==> src/rtl/reg_bank_arbiter_if.sv <==
//==============================================================================
// Module : reg_bank_arbiter_if
// Brief  : Requester-side and bank-side signal bundle for reg_bank_arbiter.
//          Defining REG_ARB_LOCK_EN adds the per-requester lock vector.
// Rev    : 1.0  initial release
//==============================================================================
`default_nettype none

interface reg_bank_arbiter_if #(
    parameter int N    = 16,
    parameter int NREG = 4,
    parameter int AW   = 2
);
    logic [3:0]      req;
    logic [4*AW-1:0] req_addr;
    logic [4*N-1:0]  req_data;
    logic [3:0]      ack;
    logic [NREG-1:0] load;
    logic [N-1:0]    wdata;
    logic            busy;
    logic [1:0]      owner;

`ifdef REG_ARB_LOCK_EN
    logic [3:0]      lock;

    modport master (output req, req_addr, req_data, lock,
                    input  ack, load, wdata, busy, owner);
    modport slave  (input  req, req_addr, req_data, lock,
                    output ack, load, wdata, busy, owner);
`else
    modport master (output req, req_addr, req_data,
                    input  ack, load, wdata, busy, owner);
    modport slave  (input  req, req_addr, req_data,
                    output ack, load, wdata, busy, owner);
`endif

endinterface

`default_nettype wire

==> src/rtl/reg_bank_arbiter.sv <==
//==============================================================================
// Module : reg_bank_arbiter
// Brief  : Round-robin 4-requester write arbiter driving one-hot load enables
//          and shared write data into a bank of NREG registers.
//          Optional macro REG_ARB_LOCK_EN: owner may hold the bank for
//          back-to-back writes while its lock bit is set.
// Rev    : 1.0  initial release
//==============================================================================
`default_nettype none

module reg_bank_arbiter #(
    parameter int N    = 16,
    parameter int NREG = 4,
    parameter int AW   = 2
) (
    input  logic                clk,
    input  logic                resetn,
    reg_bank_arbiter_if.slave   bus
);

    localparam int c_NREQ = 4;

`ifdef REG_ARB_LOCK_EN
    typedef enum logic [1:0] {
        S_IDLE     = 2'd0,
        S_WRITE    = 2'd1,
        S_RELEASE  = 2'd2,
        S_LOCKWAIT = 2'd3
    } state_t;
`else
    typedef enum logic [1:0] {
        S_IDLE     = 2'd0,
        S_WRITE    = 2'd1,
        S_RELEASE  = 2'd2
    } state_t;
`endif

    state_t          r_state;
    logic [1:0]      r_rr_ptr;
    logic [1:0]      r_owner;
    logic [3:0]      r_ack;
    logic [NREG-1:0] r_load;
    logic [N-1:0]    r_wdata;
    logic            r_busy;

    logic [1:0]      w_winner;
    logic [1:0]      w_grant_idx;
    logic            w_grant;
    logic [AW-1:0]   w_grant_addr;
    logic [N-1:0]    w_grant_data;
    logic [NREG-1:0] w_load_dec;
    logic [3:0]      w_ack_dec;

    // Scan from the farthest offset down so the nearest requester to rr_ptr wins.
    always_comb begin
        w_winner = r_rr_ptr;
        for (int i = c_NREQ - 1; i >= 0; i--) begin
            if (bus.req[r_rr_ptr + 2'(i)]) begin
                w_winner = r_rr_ptr + 2'(i);
            end
        end
    end

`ifdef REG_ARB_LOCK_EN
    assign w_grant_idx = (r_state == S_LOCKWAIT) ? r_owner : w_winner;
    assign w_grant     = ((r_state == S_IDLE) && (|bus.req)) ||
                         ((r_state == S_LOCKWAIT) && bus.req[r_owner]);
`else
    assign w_grant_idx = w_winner;
    assign w_grant     = (r_state == S_IDLE) && (|bus.req);
`endif

    assign w_grant_addr = bus.req_addr[w_grant_idx*AW +: AW];
    assign w_grant_data = bus.req_data[w_grant_idx*N +: N];

    // The address is consumed at the grant edge by registering its decode,
    // so the one-hot load itself acts as the latched target address.
    always_comb begin
        w_load_dec               = '0;
        w_load_dec[w_grant_addr] = 1'b1;
        w_ack_dec                = '0;
        w_ack_dec[w_grant_idx]   = 1'b1;
    end

    always_ff @(posedge clk or negedge resetn) begin
        if (!resetn) begin
            r_state  <= S_IDLE;
            r_rr_ptr <= '0;
            r_owner  <= '0;
            r_ack    <= '0;
            r_load   <= '0;
            r_wdata  <= '0;
            r_busy   <= 1'b0;
        end else if (w_grant) begin
            r_owner <= w_grant_idx;
            r_wdata <= w_grant_data;
            r_load  <= w_load_dec;
            r_ack   <= w_ack_dec;
            r_busy  <= 1'b1;
            r_state <= S_WRITE;
        end else begin
            case (r_state)
                S_IDLE: begin
                    r_busy <= 1'b0;
                end
                S_WRITE: begin
                    r_load  <= '0;
                    r_state <= S_RELEASE;
                end
                S_RELEASE: begin
                    if (!bus.req[r_owner]) begin
                        r_ack <= '0;
`ifdef REG_ARB_LOCK_EN
                        if (bus.lock[r_owner]) begin
                            r_state <= S_LOCKWAIT;
                        end else begin
                            r_rr_ptr <= r_owner + 2'd1;
                            r_busy   <= 1'b0;
                            r_state  <= S_IDLE;
                        end
`else
                        r_rr_ptr <= r_owner + 2'd1;
                        r_busy   <= 1'b0;
                        r_state  <= S_IDLE;
`endif
                    end
                end
`ifdef REG_ARB_LOCK_EN
                S_LOCKWAIT: begin
                    // Owner let go of the lock while idle: hand the bank back.
                    if (!bus.lock[r_owner]) begin
                        r_rr_ptr <= r_owner + 2'd1;
                        r_busy   <= 1'b0;
                        r_state  <= S_IDLE;
                    end
                end
`endif
                default: begin
                    r_state <= S_IDLE;
                end
            endcase
        end
    end

    assign bus.ack   = r_ack;
    assign bus.load  = r_load;
    assign bus.wdata = r_wdata;
    assign bus.busy  = r_busy;
    assign bus.owner = r_owner;

endmodule

`default_nettype wire
==> src/flat_wrapper.sv <==
// flat-port wrapper written by rule: the top's interface ports become plain ports
module reg_bank_arbiter_flat 
#(
    parameter int N    = 16,
    parameter int NREG = 4,
    parameter int AW   = 2
)
  (clk, resetn, bus_req, bus_req_addr, bus_req_data, bus_ack, bus_load, bus_wdata, bus_busy, bus_owner);
  reg_bank_arbiter_if #(.N(N), .NREG(NREG), .AW(AW)) bus_i ();
  input  logic clk;
  input  logic resetn;
  input wire logic [$bits(bus_i.req)-1:0] bus_req;
  input wire logic [$bits(bus_i.req_addr)-1:0] bus_req_addr;
  input wire logic [$bits(bus_i.req_data)-1:0] bus_req_data;
  output wire logic [$bits(bus_i.ack)-1:0] bus_ack;
  output wire logic [$bits(bus_i.load)-1:0] bus_load;
  output wire logic [$bits(bus_i.wdata)-1:0] bus_wdata;
  output wire logic [$bits(bus_i.busy)-1:0] bus_busy;
  output wire logic [$bits(bus_i.owner)-1:0] bus_owner;
  assign bus_i.req = bus_req;
  assign bus_i.req_addr = bus_req_addr;
  assign bus_i.req_data = bus_req_data;
  assign bus_ack = bus_i.ack;
  assign bus_load = bus_i.load;
  assign bus_wdata = bus_i.wdata;
  assign bus_busy = bus_i.busy;
  assign bus_owner = bus_i.owner;
  reg_bank_arbiter #(.N(N), .NREG(NREG), .AW(AW)) u_core (.clk(clk), .resetn(resetn), .bus(bus_i));
endmodule
==> config.mk <==
export PLATFORM = sky130hd
export DESIGN_NAME = reg_bank_arbiter_flat
export DESIGN_NICKNAME = d
export VERILOG_FILES = /design/src/rtl/reg_bank_arbiter_if.sv /design/src/rtl/reg_bank_arbiter.sv /design/src/flat_wrapper.sv
export SDC_FILE = /design/constraint.sdc
export NUM_CORES = 1
export LEC_CHECK = 0
export BUFFER_PORTS_ARGS = -buffer_cell sky130_fd_sc_hd__buf_4
export CAP_MARGIN = 25
export CELL_PAD_IN_SITES_DETAIL_PLACEMENT = 1
export CELL_PAD_IN_SITES_GLOBAL_PLACEMENT = 1
export CORE_MARGIN = 2
export CORE_UTILIZATION = 29
export CTS_CLUSTER_SIZE = 10
export DETAILED_ROUTE_END_ITERATION = 12
export GPL_TIMING_DRIVEN = 0
export PLACE_DENSITY = 0.84
export SLEW_MARGIN = 20
export SYNTH_ARGS = -nofsm -noshare
export SYNTH_HDL_FRONTEND = slang
export SYNTH_SLANG_ARGS = --single-unit
==> constraint.sdc <==
create_clock -name clk -period 1.8 [get_ports clk]
set_clock_uncertainty 0.05 [all_clocks]
set_input_delay 0.27 -clock clk [delete_from_list [all_inputs] [get_ports clk]]
set_output_delay 0.27 -clock clk [all_outputs]
set_load 0.02 [all_outputs]
==> reports/results.env <==
STATUS='finished, violations left'
VIOLATIONS='setup timing'
GLOBALROUTETOTALUTIL_PCT=17.88
MAXCAP_VIOLATIONS=0
CRIT_FAMILY='simple AND/OR/NAND/NOR gates'
STATIC-LEAKAGE-POWER_nW=1.602
SLEW_VIOL_FINAL=0
TOP_LEVEL_PORTS=105
INITIALDRTVIOLATIONCOUNT=70
POST-SYNTH-TOP-AREA-FRACTION_PCT=41.09
POWER_DENSITY_mW_PER_MM2=1679
POST-SYNTH-TOP-AREA-CELL='sky130_fd_sc_hd__dfrtp_1'
RSZ_0062_RAISED_AFTER_GLOBAL_ROUTING='true'
TOTAL_LENGTH_OF_ROUTED_WIRES_MM=6.506
CRITPATHSLOWESTCELL='sky130_fd_sc_hd__dfrtp_1'
HP-CLASS='in2reg'
DIE_H_UM=84.69
FINAL_HOLD_VIOL_COUNT=0
CRIT_PATH_END_KIND='flop'
CTS_TREE='done'
SYNTH_FLOP_CELL='sky130_fd_sc_hd__dfrtp_1'
TIMING.SETUP.CRITICAL_PATH_CLASS='reg2reg'
GRT_USE_MET3_PCT=5.703
CTS.PATH.MAX_BUFFERS=2
YOSYS-TOP-CELLS-AREA='sky130_fd_sc_hd__dfrtp_1 (41%), sky130_fd_sc_hd__mux2i_1 (19%), sky130_fd_sc_hd__mux2_2 (10%), sky130_fd_sc_hd__o21ai_1 (6.1%), sky130_fd_sc_hd__nand2_1 (5.4%)'
POWER.IR.VDD_WORST_V=0.0006267
DIEWIDTH_UM=84.69
PRECTSSETUPSLACK_NS=-0.2310
CP_SLOWEST_STAGE_DELAY_NS=0.41
SYN_AREA_PER_CELL_SQ_UM=10.43
POSTSYNTHNETCOUNT=259
CRIT_BUF_INV=1
CTS.HTREE.LEVELS=2
CLK_ROOT_BUFFER_CELL='sky130_fd_sc_hd__clkbuf_8'
POWER.SHARE.CLOCK_PCT=13.6
DP.FINAL_HPWL_MM=4.790
SYNTHDISTINCTLIBCELLS=36
ANTENNA-DIODE-COUNT=0
POST-ROUTE-WORST-SETUP-SLACK_NS=-0.1559
POSTLAYOUTCELLAREA_SQ_MM=0.003141
PWR-SHARE-COMB_PCT=62.6
CRITPATHREQUIREDTIME_NS=1.92
BUSIEST_LAYER='met2'
POWER.SWITCHING_W=0.002167
STD_CELL_ROWS=29
CELL_INTERNAL_PWR_W=0.003106
GP_ROUTABILITY_CONGESTION=0.7261
LAYOUT-DRIVE-GT1-SHARE_PCT=57.24
CTS_SINKS=31
WIRE_LENGTH_OF_THE_FIRST_GLOBAL_ROUTING_PASS_MM=10.15
ANTENNA_FOUND_INITIAL=0
PLACEMENT.CELL_AREA_SQ_MM=0.002766
CLOCK_TRANSITION_TIME_AT_THE_FLIP_FLOP_CLOCK_PINS_OF_THE_WORST_SETUP_AND_HOLD_PATHS_NS=0.07
SHARE_OF_FLIP_FLOPS_WITH_AN_ASYNCHRONOUS_SET_OR_RESET_PCT=100.0
FINAL_NETS=381
FIRST_GLOBAL_VIAS=2075
WL_PER_CELL_UM=17.08
START_UTIL_PCT=29.90
NETLIST_INSTANCES=181
WORST-PATH-MAX-FANOUT=8
WORSTMARGINPINSLEW_NS=0.6085
YS_FF_LATCH=31
FIRST_PASS_ITERS=4
WORSTPATHCELLLIST='or3_4, nand4b_1, nand2_2, buf_12, mux2i_2, mux2_2, a22o_1'
PORTBUFFERS=104
DIE_AREA_SQ_MM=0.007172
CP-START-KIND='flop'
SYNTH_AREA_SQ_MM=0.001888
ARRIVAL_NS=2.08
FIN_TOTAL_PWR_W=0.005272
SYNTH_EDF_COUNT=0
SYNTH_COMMON_CELLS='sky130_fd_sc_hd__mux2i_1 (36), sky130_fd_sc_hd__dfrtp_1 (31), sky130_fd_sc_hd__nand2_1 (27)'
DETAIL-ROUTE-ANTENNA-NETS=0
TIMING.SLEW.HEADROOM_PCT=59.43
CTS_MADE_BUFFERS=5
VIAS_PER_CELL=4.906
PERIOD_NEEDED_NS=1.956
VIA_COUNT=1869
ROUTE.DETAILED.DRC=0
YOSYS_WARNINGS=0
SYNTH_MOST_COMMON_CELL='sky130_fd_sc_hd__mux2i_1'
GRT_MAX_DEGREE=32
FINALSETUPVIOLCOUNT=20
GLOBALROUTEMET1UTIL_PCT=19.79
POWER.SHARE.SEQUENTIAL_PCT=23.8
INSERTION_DELAY_NS=0.28
CORE-AREA_SQ_MM=0.006314
LAYOUT_WORST_PATH_CYCLE_SHARE_PCT=108.7
NETSWITCHINGFRACTION_PCT=41.09
LAYOUT-AREA-OVERHEAD-VS-SYNTH_PCT=66.34
YS_SEQ_AREA_SHARE_PCT=41.09
GRT_USE_MET2_PCT=33.14
GLOBALROUTE.TOTALOVERFLOW=0
MAX_FREQ_MHz=511.3
[logic make-up after synthesis]
| group | count (synthesis) | share of synthesized area, % |
|---|---|---|
| flops | 31 | 41.09 |
| mux | 55 | 31.21 |
| simple gates | 45 | 11.27 |
| xor+xnor | 1 | 0.4640 |
| compound gates | 36 | 11.99 |
| buf+inv | 13 | 3.976 |
[flip-flops by register name, summed over array words and instances, names as in the netlist]
name	cells
u_core.r_rr_ptr	2
u_core.r_state	2
u_core.bus.busy	1
u_core.bus.owner	2
u_core.bus.wdata	16
u_core.bus.load	4
u_core.bus.ack	4
[worst paths after layout]
kind | start | to | slack [ns] | cells past startpoint
worst max-delay path | u_core.r_rr_ptr[1] | u_core.bus.load[0] | -0.16 | 7
worst min-delay path | bus_req_addr[7] | u_core.bus.load[3] | 0.38 | 4
worst max register to register | u_core.r_rr_ptr[1] | u_core.bus.load[0] | -0.16 | 7
worst min register to register | u_core.bus.wdata[11] | u_core.bus.wdata[11] | 0.44 | 2
max in group asynchronous | resetn | u_core.bus.owner[0] | 0.97 | 2
min in group asynchronous | resetn | u_core.bus.wdata[9] | 0.41 | 2
[timing repair]
| action | 4_1_cts | 5_1_grt |
|---|---|---|
| gates resized for setup | 18 | 25 |
| endpoints found under the setup margin | 24 | 28 |
| cloned | 0 | 0 |
| buffers inserted | 7 | 3 |
| pin swaps | 4 | 2 |
| endpoints found under the hold margin | 31 | 0 |
| hold buffers | 1 | 0 |
[layer usage]
layer	wire (um)	vias up
li1	-	889
met1	2397	909
met2	3593	63
met3	423	8
met4	92	0
met5	0	-
[area by class of cell]
class / count / area (sq um)
sequential: 31 / 777.0
clock inverter: 2 / 35.03
inverter: 3 / 11.26
fill: 724 / 3173
tap: 77 / 96.34
clock buffer: 6 / 82.58
timing repair buffer: 115 / 865.8
buffer: 10 / 117.6
multi-input combinational: 137 / 1155
[through the flow]
step / TNS (ns) / cells / hold slack (ns) / util, %
6_report: -2.551 / 381 / 0.3831 / 49.74
3_5_place_dp: -4.436 / 362 / 0.1812 / 43.82
2_1_floorplan: 0 / 181 / -0.07559 / -
4_1_cts: -2.081 / 378 / 0.3837 / 47.96
5_1_grt: -4.243 / 381 / 0.3878 / 49.74
3_3_place_gp: -4.833 / 362 / 0.1755 / 43.82
[tightest hold or removal path, stage by stage]
cell,delay (ns)
sky130_fd_sc_hd__buf_4,0.08
sky130_fd_sc_hd__mux2_4,0.16
sky130_fd_sc_hd__a2bb2oi_2,0.06
sky130_fd_sc_hd__o21ai_1,0.10
[placed cells by master, fill, tap and decap left out, types with 3 or more instances in the layout]
cell / synthesis / layout
sky130_fd_sc_hd__buf_4: 2 / 115
sky130_fd_sc_hd__o21ai_1: 23 / 12
sky130_fd_sc_hd__a22o_1: 3 / 3
sky130_fd_sc_hd__nor2b_1: 3 / 3
sky130_fd_sc_hd__mux2_4: 1 / 9
sky130_fd_sc_hd__clkbuf_8: 0 / 6
sky130_fd_sc_hd__mux2_2: 17 / 9
sky130_fd_sc_hd__o21ai_2: 0 / 11
sky130_fd_sc_hd__a21oi_1: 3 / 3
sky130_fd_sc_hd__dfrtp_1: 31 / 30
sky130_fd_sc_hd__nor2_1: 4 / 4
sky130_fd_sc_hd__nand2_1: 27 / 26
sky130_fd_sc_hd__buf_12: 0 / 4
sky130_fd_sc_hd__mux2i_1: 36 / 34
[power groups by stage]
stage | Sequential [W] | Clock, W | Combinational [W]
final | 0.00125 | 0.000717 | 0.00330
after global routing | 0.00129 | 0.000768 | 0.00357
after CTS | 0.00125 | 0.000736 | 0.00307
after detailed placement | 0.00126 | 0 | 0.00276
after global placement | 0.00124 | 0 | 0.00269
after floorplan | 0.00154 | 0 | 0.00147
No activity file was read; power rests on OpenSTA's default activity.
